$ cat src/rtl/apuf_pkg.sv
// rtl/apuf_pkg.sv - shared FSM state type and LFSR tap table for the arbiter PUF key generator
package apuf_pkg;

    typedef enum logic [2:0] {
        IDLE,
        DISCHARGE,
        LAUNCH,
        SETTLE_W,
        SAMPLE,
        NEXT,
        DONE
    } apuf_state_e;

    // One-hot bit for 1-based tap position n (0 means "no tap").
    function automatic logic [63:0] bitp(input int n);
        return (n > 0) ? (64'd1 << (n - 1)) : 64'd0;
    endfunction

    // Maximal-length tap sets for widths 8..64, bit (t-1) set for every tap t.
    // Used as the XOR mask of a right-shifting Galois LFSR.
    function automatic logic [63:0] lfsr_taps(input int width);
        logic [63:0] m;
        case (width)
            8:  m = bitp(8)  | bitp(6)  | bitp(5)  | bitp(4);
            9:  m = bitp(9)  | bitp(5);
            10: m = bitp(10) | bitp(7);
            11: m = bitp(11) | bitp(9);
            12: m = bitp(12) | bitp(6)  | bitp(4)  | bitp(1);
            13: m = bitp(13) | bitp(4)  | bitp(3)  | bitp(1);
            14: m = bitp(14) | bitp(5)  | bitp(3)  | bitp(1);
            15: m = bitp(15) | bitp(14);
            16: m = bitp(16) | bitp(15) | bitp(13) | bitp(4);
            17: m = bitp(17) | bitp(14);
            18: m = bitp(18) | bitp(11);
            19: m = bitp(19) | bitp(6)  | bitp(2)  | bitp(1);
            20: m = bitp(20) | bitp(17);
            21: m = bitp(21) | bitp(19);
            22: m = bitp(22) | bitp(21);
            23: m = bitp(23) | bitp(18);
            24: m = bitp(24) | bitp(23) | bitp(22) | bitp(17);
            25: m = bitp(25) | bitp(22);
            26: m = bitp(26) | bitp(6)  | bitp(2)  | bitp(1);
            27: m = bitp(27) | bitp(5)  | bitp(2)  | bitp(1);
            28: m = bitp(28) | bitp(25);
            29: m = bitp(29) | bitp(27);
            30: m = bitp(30) | bitp(6)  | bitp(4)  | bitp(1);
            31: m = bitp(31) | bitp(28);
            32: m = bitp(32) | bitp(22) | bitp(2)  | bitp(1);
            33: m = bitp(33) | bitp(20);
            34: m = bitp(34) | bitp(27) | bitp(2)  | bitp(1);
            35: m = bitp(35) | bitp(33);
            36: m = bitp(36) | bitp(25);
            37: m = bitp(37) | bitp(5)  | bitp(4)  | bitp(3) | bitp(2) | bitp(1);
            38: m = bitp(38) | bitp(6)  | bitp(5)  | bitp(1);
            39: m = bitp(39) | bitp(35);
            40: m = bitp(40) | bitp(38) | bitp(21) | bitp(19);
            41: m = bitp(41) | bitp(38);
            42: m = bitp(42) | bitp(41) | bitp(20) | bitp(19);
            43: m = bitp(43) | bitp(42) | bitp(38) | bitp(37);
            44: m = bitp(44) | bitp(43) | bitp(18) | bitp(17);
            45: m = bitp(45) | bitp(44) | bitp(42) | bitp(41);
            46: m = bitp(46) | bitp(45) | bitp(26) | bitp(25);
            47: m = bitp(47) | bitp(42);
            48: m = bitp(48) | bitp(47) | bitp(21) | bitp(20);
            49: m = bitp(49) | bitp(40);
            50: m = bitp(50) | bitp(49) | bitp(24) | bitp(23);
            51: m = bitp(51) | bitp(50) | bitp(36) | bitp(35);
            52: m = bitp(52) | bitp(49);
            53: m = bitp(53) | bitp(52) | bitp(38) | bitp(37);
            54: m = bitp(54) | bitp(53) | bitp(18) | bitp(17);
            55: m = bitp(55) | bitp(31);
            56: m = bitp(56) | bitp(55) | bitp(35) | bitp(34);
            57: m = bitp(57) | bitp(50);
            58: m = bitp(58) | bitp(39);
            59: m = bitp(59) | bitp(58) | bitp(38) | bitp(37);
            60: m = bitp(60) | bitp(59);
            61: m = bitp(61) | bitp(60) | bitp(46) | bitp(45);
            62: m = bitp(62) | bitp(61) | bitp(6)  | bitp(5);
            63: m = bitp(63) | bitp(62);
            64: m = bitp(64) | bitp(63) | bitp(61) | bitp(60);
            default: m = bitp(width) | bitp(width - 1);
        endcase
        return m;
    endfunction

endpackage

$ cat src/rtl/apuf_chain.sv
// rtl/apuf_chain.sv - one switch-mux arbiter chain with arbiter latch
//
// Ports:
//   clk, rst   - clock / sync reset (used by the simulation model only)
//   launch     - rising edge races down both paths of the chain
//   challenge  - one select bit per mux stage
//   clr        - clears the arbiter latch before the next launch
//   out        - arbiter decision (1 = top path arrived first)
module apuf_chain #(
    parameter int STAGES   = 16,
    parameter int CHAIN_ID = 0,
    parameter bit NOISY    = 1'b0
) (
    input  logic              clk,
    input  logic              rst,
    input  logic              launch,
    input  logic [STAGES-1:0] challenge,
    input  logic              clr,
    output logic              out
);

`ifndef SYNTHESIS
    // Deterministic stand-in for the silicon race: parity of the challenge
    // xored with the chain id, or a fixed 5-vote flicker pattern for a chain
    // marked noisy (votes 1,0,1,1,0 -> bit i of the pattern is vote i).
    localparam logic [STAGES-1:0] ID_MASK       = STAGES'(CHAIN_ID);
    localparam logic [4:0]        NOISE_PATTERN = 5'b01101;

    logic       arb_q;
    logic [2:0] vote_q;

    always_ff @(posedge clk) begin
        if (rst) begin
            arb_q  <= 1'b0;
            vote_q <= 3'd0;
        end else if (clr) begin
            arb_q  <= 1'b0;
        end else if (launch) begin
            arb_q  <= NOISY ? NOISE_PATTERN[vote_q] : ^(challenge ^ ID_MASK);
            vote_q <= (vote_q == 3'd4) ? 3'd0 : vote_q + 3'd1;
        end
    end

    assign out = arb_q;
`else
    (* dont_touch = "true" *) logic [STAGES:0] top_w;
    (* dont_touch = "true" *) logic [STAGES:0] bot_w;
    (* dont_touch = "true" *) logic            arb_q;

    assign top_w[0] = launch;
    assign bot_w[0] = launch;

    // Each stage either passes both edges straight through or swaps them.
    for (genvar i = 0; i < STAGES; i++) begin : g_stage
        assign top_w[i+1] = challenge[i] ? bot_w[i] : top_w[i];
        assign bot_w[i+1] = challenge[i] ? top_w[i] : bot_w[i];
    end

    // Arbiter: the bottom edge clocks in the top path; a 1 means top won.
    always_ff @(posedge bot_w[STAGES] or posedge clr) begin
        if (clr) arb_q <= 1'b0;
        else     arb_q <= top_w[STAGES];
    end

    assign out = arb_q;
`endif

endmodule

$ cat src/rtl/arbiter_puf_keygen.sv
// rtl/arbiter_puf_keygen.sv - majority-voted key generation from a bank of arbiter PUF chains
//
// Ports:
//   clk          - single clock
//   reset        - synchronous active-high reset
//   start        - request one key generation (accepted only when idle)
//   seed         - initial challenge, sampled on the accepted start
//   busy         - high in every state except IDLE
//   done         - one-cycle pulse when response/unstable_cnt are valid
//   response     - majority-voted key bits
//   unstable_cnt - number of bits whose votes were not unanimous
module arbiter_puf_keygen
    import apuf_pkg::*;
#(
    parameter int STAGES          = 16,
    parameter int CHAINS          = 4,
    parameter int VOTES           = 5,
    parameter int RESP_BITS       = 32,
    parameter int SETTLE          = 4,
    parameter int SIM_NOISY_CHAIN = -1
) (
    input  logic                           clk,
    input  logic                           reset,
    input  logic                           start,
    input  logic [STAGES-1:0]              seed,
    output logic                           busy,
    output logic                           done,
    output logic [RESP_BITS-1:0]           response,
    output logic [$clog2(RESP_BITS+1)-1:0] unstable_cnt
);

    localparam int IW = (RESP_BITS > 1) ? $clog2(RESP_BITS) : 1;
    localparam int CW = (CHAINS > 1) ? $clog2(CHAINS) : 1;
    localparam int VW = $clog2(VOTES + 1);
    localparam int SW = $clog2(SETTLE + 1);
    localparam int UW = $clog2(RESP_BITS + 1);

    localparam logic [63:0]       TAPS_ALL = lfsr_taps(STAGES);
    localparam logic [STAGES-1:0] TAPS     = TAPS_ALL[STAGES-1:0];

    apuf_state_e          state_q, state_d;
    logic [STAGES-1:0]    lfsr_q, lfsr_d;
    logic [IW-1:0]        bit_q, bit_d;
    logic [CW-1:0]        sel_q, sel_d;       // bit index mod CHAINS, kept as its own counter
    logic [VW-1:0]        vote_q, vote_d;
    logic [VW-1:0]        ones_q, ones_d;
    logic [SW-1:0]        settle_q, settle_d;
    logic [RESP_BITS-1:0] resp_q, resp_d;
    logic [UW-1:0]        unst_q, unst_d;

    logic [CHAINS-1:0]    chain_out;
    logic [CHAINS-1:0]    launch_vec;
    logic                 chain_clr;
    logic                 sel_out;

    // Launch lines are decoded straight from state, so reset gates them to
    // keep every line low in the reset cycle itself.
    always_comb begin
        launch_vec = '0;
        if (state_q == LAUNCH && !reset) launch_vec[sel_q] = 1'b1;
    end

    assign chain_clr = (state_q == DISCHARGE) || reset;
    assign sel_out   = chain_out[sel_q];

    for (genvar g = 0; g < CHAINS; g++) begin : g_chain
        (* dont_touch = "true" *)
        apuf_chain #(
            .STAGES   (STAGES),
            .CHAIN_ID (g),
            .NOISY    (g == SIM_NOISY_CHAIN)
        ) u_chain (
            .clk       (clk),
            .rst       (reset),
            .launch    (launch_vec[g]),
            .challenge (lfsr_q),
            .clr       (chain_clr),
            .out       (chain_out[g])
        );
    end

    always_comb begin
        state_d  = state_q;
        lfsr_d   = lfsr_q;
        bit_d    = bit_q;
        sel_d    = sel_q;
        vote_d   = vote_q;
        ones_d   = ones_q;
        settle_d = settle_q;
        resp_d   = resp_q;
        unst_d   = unst_q;

        case (state_q)
            IDLE: begin
                if (start) begin
                    // An all-zero seed would lock the LFSR, so substitute all-ones.
                    lfsr_d  = (seed == '0) ? '1 : seed;
                    bit_d   = '0;
                    sel_d   = '0;
                    vote_d  = '0;
                    ones_d  = '0;
                    resp_d  = '0;
                    unst_d  = '0;
                    state_d = DISCHARGE;
                end
            end
            DISCHARGE: state_d = LAUNCH;
            LAUNCH: begin
                settle_d = '0;
                state_d  = SETTLE_W;
            end
            SETTLE_W: begin
                if (settle_q == SW'(SETTLE - 1)) state_d = SAMPLE;
                else settle_d = settle_q + 1'b1;
            end
            SAMPLE: begin
                ones_d = ones_q + VW'(sel_out);
                if (vote_q == VW'(VOTES - 1)) begin
                    vote_d  = '0;
                    state_d = NEXT;
                end else begin
                    vote_d  = vote_q + 1'b1;
                    state_d = DISCHARGE;
                end
            end
            NEXT: begin
                resp_d[bit_q] = (ones_q > VW'(VOTES / 2));
                if (ones_q != '0 && ones_q != VW'(VOTES)) unst_d = unst_q + 1'b1;
                lfsr_d = {1'b0, lfsr_q[STAGES-1:1]} ^ (lfsr_q[0] ? TAPS : '0);
                ones_d = '0;
                if (bit_q == IW'(RESP_BITS - 1)) begin
                    state_d = DONE;
                end else begin
                    bit_d   = bit_q + 1'b1;
                    sel_d   = (sel_q == CW'(CHAINS - 1)) ? '0 : sel_q + 1'b1;
                    state_d = DISCHARGE;
                end
            end
            DONE:    state_d = IDLE;
            default: state_d = IDLE;
        endcase
    end

    always_ff @(posedge clk) begin
        if (reset) begin
            state_q  <= IDLE;
            lfsr_q   <= '1;
            bit_q    <= '0;
            sel_q    <= '0;
            vote_q   <= '0;
            ones_q   <= '0;
            settle_q <= '0;
            resp_q   <= '0;
            unst_q   <= '0;
        end else begin
            state_q  <= state_d;
            lfsr_q   <= lfsr_d;
            bit_q    <= bit_d;
            sel_q    <= sel_d;
            vote_q   <= vote_d;
            ones_q   <= ones_d;
            settle_q <= settle_d;
            resp_q   <= resp_d;
            unst_q   <= unst_d;
        end
    end

    assign busy         = (state_q != IDLE);
    assign done         = (state_q == DONE);
    assign response     = resp_q;
    assign unstable_cnt = unst_q;

endmodule

$ cat config.mk
export PLATFORM = sky130hd
export DESIGN_NAME = arbiter_puf_keygen
export DESIGN_NICKNAME = d
export VERILOG_FILES = /design/src/rtl/apuf_pkg.sv /design/src/rtl/apuf_chain.sv /design/src/rtl/arbiter_puf_keygen.sv
export SDC_FILE = /design/constraint.sdc
export NUM_CORES = 1
export LEC_CHECK = 0
export CELL_PAD_IN_SITES_DETAIL_PLACEMENT = 1
export CELL_PAD_IN_SITES_GLOBAL_PLACEMENT = 1
export CORE_ASPECT_RATIO = 1.4
export CORE_MARGIN = 2
export CORE_UTILIZATION = 39
export CTS_CLUSTER_SIZE = 24
export DETAILED_ROUTE_END_ITERATION = 7
export GPL_TIMING_DRIVEN = 0
export HOLD_SLACK_MARGIN = 0.05
export PLACE_DENSITY = 0.77
export SLEW_MARGIN = 20
export SYNTH_ARGS = -nofsm -noshare
export SYNTH_HDL_FRONTEND = slang
export SYNTH_SLANG_ARGS = --single-unit
export TNS_END_PERCENT = 30
$ cat constraint.sdc
create_clock -name clk -period 2.8 [get_ports clk]
set_input_delay 0.7 -clock clk [delete_from_list [all_inputs] [get_ports clk]]
set_output_delay 0.7 -clock clk [all_outputs]
set_load 0.02 [all_outputs]
# Yosys cells after proc, flatten, opt, wreduce, memory -nomap -nowiden
# Cells that the tools add are included.
# word_totals
input_bits,19
out_inout_bits,40
elab_cells,90
regBits,61
# op_classes
reduce_logical,20
n_addsub,6
eq_ne,16
n_mux,31
n_lt_le_gt_ge,5
# op_table
operator,n
case mux 32 bit (2 select lines),1
bitwise mux 32 bit,1
two-way mux 32 bit,1
two-way mux 3 bit,7
case mux 3 bit (6 select lines),1
equality test 3 bit (second input constant),4
two-way mux 6 bit,2
case mux 3 bit (2 select lines),2
case mux 6 bit (2 select lines),1
two-way mux 5 bit,2
!= test 2 bit (second input constant),5
case mux 5 bit (2 select lines),1
AND reduction 2 bit,5
equality test 3 x 2 -> 1 bit (second input constant),3
case mux 3 bit (3 select lines),1
nonzero test 3 bit,3
adder 3 x 1 -> 3 bit (second input constant),2
adder 6 x 1 -> 6 bit (second input constant),1
less-than comparator 5 x 6 -> 1 bit (second input constant),1
two-way mux 2 bit,3
AND reduction 3 bit,2
nonzero test 2 bit,3
adder 5 x 1 -> 5 bit (second input constant),1
demux 1 bit (select 5 bit),1
19 further kinds,24

# Depth between registers and ports, before layout
# depth
ltp_word,6
mapped_depth,9
depth_no_buf,7

# Cells and area by module
# From an unflattened synthesis, not the netlist that was laid out.
# unflattened
hier_cells,460
hier_area_um2,3863.7
# by_module_without_submodules
module,seq_area_each_um2,instances,cells_per_inst,area_per_inst_um2
arbiter_puf_keygen,1461.4,1,452,3748.6
apuf_chain,25.0,4,2,28.8

==> results.json <==
{
  "slew-limit-headroom_pct": 52.4,
  "layout.cells.non_filler": 535,
  "syn_inst": 379,
  "cts_root_buf": "clkbuf_8",
  "routed_wl_um": 9030,
  "vias_per_cell": 5.44,
  "switching_share_pct": 24.6,
  "gp_congestion": 0.797,
  "grt_max_degree": 11,
  "cts_hold_buf": 0,
  "rsz0062_at_grt": "no",
  "yosys.area.top_type": "dfxtp_1",
  "vias": 2908,
  "synth_cell_types": 49,
  "cp_max_fo": 10,
  "cpPeakStageDelay_ns": 0.63,
  "slew_violations": 0,
  "yosysWarnings": 0,
  "design_area_um2": 3860,
  "clk_latency_ns": 0.35,
  "regArea_um2": 1240,
  "finClkSkew_ns": 0.00673,
  "cp-end-kind": "output pin",
  "die-height_um": 110,
  "grt_pass1_wl_um": 15000,
  "grt_remaining_overflow": 0,
  "worst_pin_slew_ns": 0.712,
  "start_util_pct": 40.3,
  "cp-start-kind": "register",
  "hold_viol_final": 0,
  "row_count": 38,
  "multi_input_area_um2": 1680,
  "cts_tree": "yes",
  "syn_nets": 414,
  "fmax_mhz": 376,
  "pwr-share-seq_pct": 47.9,
  "area_growth_pct": 22.9,
  "numCtsBuffers": 9,
  "antenna_found_initial": 0,
  "worst-path-buf-inv": 3,
  "peakVddDrop_mv": 0.237,
  "antenna_left": 0,
  "cts.clk_slew.worst_paths_ns": 0.07,
  "postSynthAreaPerCell_um2": 8.29,
  "leakage_uw": 0.00145,
  "critPathKind": "reg2out",
  "power_density_nw_per_um2": 441,
  "synth_area_leaders": "dfxtp_1, o21ai_1, a21oi_1",
  "final_layout_size_suffix_gt1_share_pct": 7.13,
  "clockBufferDepth": 2,
  "min_period_ns": 2.66,
  "grtUsageTotal_pct": 22.3,
  "placed_area_um2": 3680,
  "hold_ws_ns": 0.483,
  "crit_required_ns": 2.10,
  "cpMaxStageDelayCell": "clkdlybuf4s50_1",
  "n_fill_cell": 959,
  "syn_area_um2": 3140,
  "cts_setup_buffers": 0,
  "status": "complete, no violations",
  "antenna_cells": 0,
  "first_iter_violations": 104,
  "ys_seq_area_share_pct": 39.5,
  "ios": 59,
  "clkPwrFrac_pct": 45.3,
  "dpl.hpwl_um": 6670,
  "unclocked_pins": 4,
  "critPathTopFamily": "buffers and inverters",
  "cts_max_level": 3,
  "dr.pass1.iters": 5,
  "grt_pass1_vias": 2977,
  "max_cap_viol_count": 0,
  "drc": 0,
  "wl_per_cell_um": 16.9,
  "port_buffers": 41,
  "placed_cells": 520,
  "finalNetCount": 465,
  "netlist.area_leader.share_pct": 36.3,
  "untimed_endpoints": 4,
  "setup_viol": 0,
  "cts_resized": 0,
  "fin_util_pct": 49.5,
  "crit_chain": "buf_2, clkbuf_1, nor3_1, clkdlybuf4s50_1",
  "final.period_utilization_pct": 95.1,
  "switching_power_uw": 419,
  "die_x_um": 79.9,
  "hp-class": "reg2reg",
  "core-area_um2": 7800,
  "p_int_uw": 1280,
  "pwr-share-comb_pct": 6.7,
  "cp_data_arrival_time_ns": 1.96,
  "synth-seq-cells": 61,
  "fin_setup_tns_ns": 0,
  "die-area_um2": 8800
}
Yosys cell counts, drive strengths merged:
cell type	instances
a21o	1
mux2	2
o21bai	1
nor2b	25
and3b	3
dfrtp	4
inv	18
a311oi	1
nor3	9
or4b	1
and3	3
nand4	2
xor2	4
nor4b	2
a21oi	49
a22oi	6
a31oi	2
nand3	6
nor3b	5
nor4	1
and2	4
a211oi	4
o211ai	1
a32oi	1
or3	1
and4bb	1
or3b	1
nand3b	1
nand2b	10
nor2	27
o21ai	56
buf	12
mux4	1
ha	16
xnor2	1
dfxtp	57
nand2	18
o32ai	6
o31ai	1
clkbuf	15
power groups by stage:
stage / logic [µW] / registers (µW) / clock network (µW)
2_1_floorplan: 80.2 / 834 / 0
3_5_place_dp: 115 / 834 / 0
3_3_place_gp: 112 / 834 / 0
4_1_cts: 115 / 816 / 776
6_report: 115 / 816 / 772
5_1_grt: 127 / 816 / 814
metal layers:
metal / routed length [µm] / part of all wire, % / GRT usage (%)
met2: 4790 / 53 / 41.1
met3: 300 / 3.3 / 3.99
met1: 3720 / 41 / 25.0
met4: 219 / 2.4 / 9.44
met5: 0 / 0 / 0
state kept, by name (all words and copies together) (netlist names):
register             flops
unstable_cnt             6
response                32
bit_q                    5
sel_q                    2
state_q                  3
g_chain.u_chain.out      4
settle_q                 3
vote_q                   3
ones_q                   3
worst register-to-register path, cell delays in order, from the launching register on:
cell      delay (ns)
dfxtp_1         0.42
ha_1            0.40
and3_1          0.21
clkbuf_1        0.21
ha_1            0.30
and4bb_1        0.32
nor2_1          0.34
a21oi_1         0.14
nor2_1          0.09
final cells by class:
class	instances	share of cell area (%)
flip-flops and latches	61	32.1
inverters	18	1.75
clock inverters	3	1.04
well taps	100	3.24
plain buffers	26	3.76
repair buffers	41	10.6
multi-input cells	273	43.6
clock buffers	13	3.85
worst paths after layout:
kind / slack, ns / cells after the start / from / endpoint
worst max-delay path: 0.14 / 4 / state_q[0]$_SDFFE_PP0P_ / done
worst min-delay path: 0.48 / 2 / response[7]$_SDFFE_PP0P_ / response[7]$_SDFFE_PP0P_
worst max register to register: 0.31 / 8 / bit_q[0]$_SDFFE_PP0P_ / sel_q[0]$_SDFFE_PP0P_
worst min register to register: 0.48 / 2 / response[7]$_SDFFE_PP0P_ / response[7]$_SDFFE_PP0P_
stage by stage:
| stage | power, µW | worst slack, ns |
|---|---|---|
| 2_1_floorplan | 914 | 0.742 |
| 3_3_place_gp | 946 | 0.279 |
| 3_5_place_dp | 949 | 0.192 |
| 4_1_cts | 1710 | 0.120 |
| 5_1_grt | 1760 | 0.0478 |
| 6_report | 1700 | 0.138 |
layout by cell type, fill, tap and decap left out, types with 16 or more instances in the layout:
cell	netlist	routed
clkbuf_1	15	17
dfxtp_1	57	57
o21ai_1	51	51
nor2_1	26	26
a21oi_1	48	48
clkdlybuf4s50_1	0	41
nand2_1	18	18
nor2b_1	25	25
inv_1	17	17
ha_1	16	16
logic make-up (layout without fill, tap and decap cells):
logic type	Yosys count	in the layout	share of synthesized area (%)
and+or+nand+nor	120	120	21.6
muxes	3	3	1.43
buffers and inverters	45	101	6.89
DFF	61	61	39.5
adders and majority gates	16	16	6.37
xor gates and xnor gates	5	5	1.39
AOI/OAI and AO/OA	129	129	22.8
(Power assumes the default switching activity.)
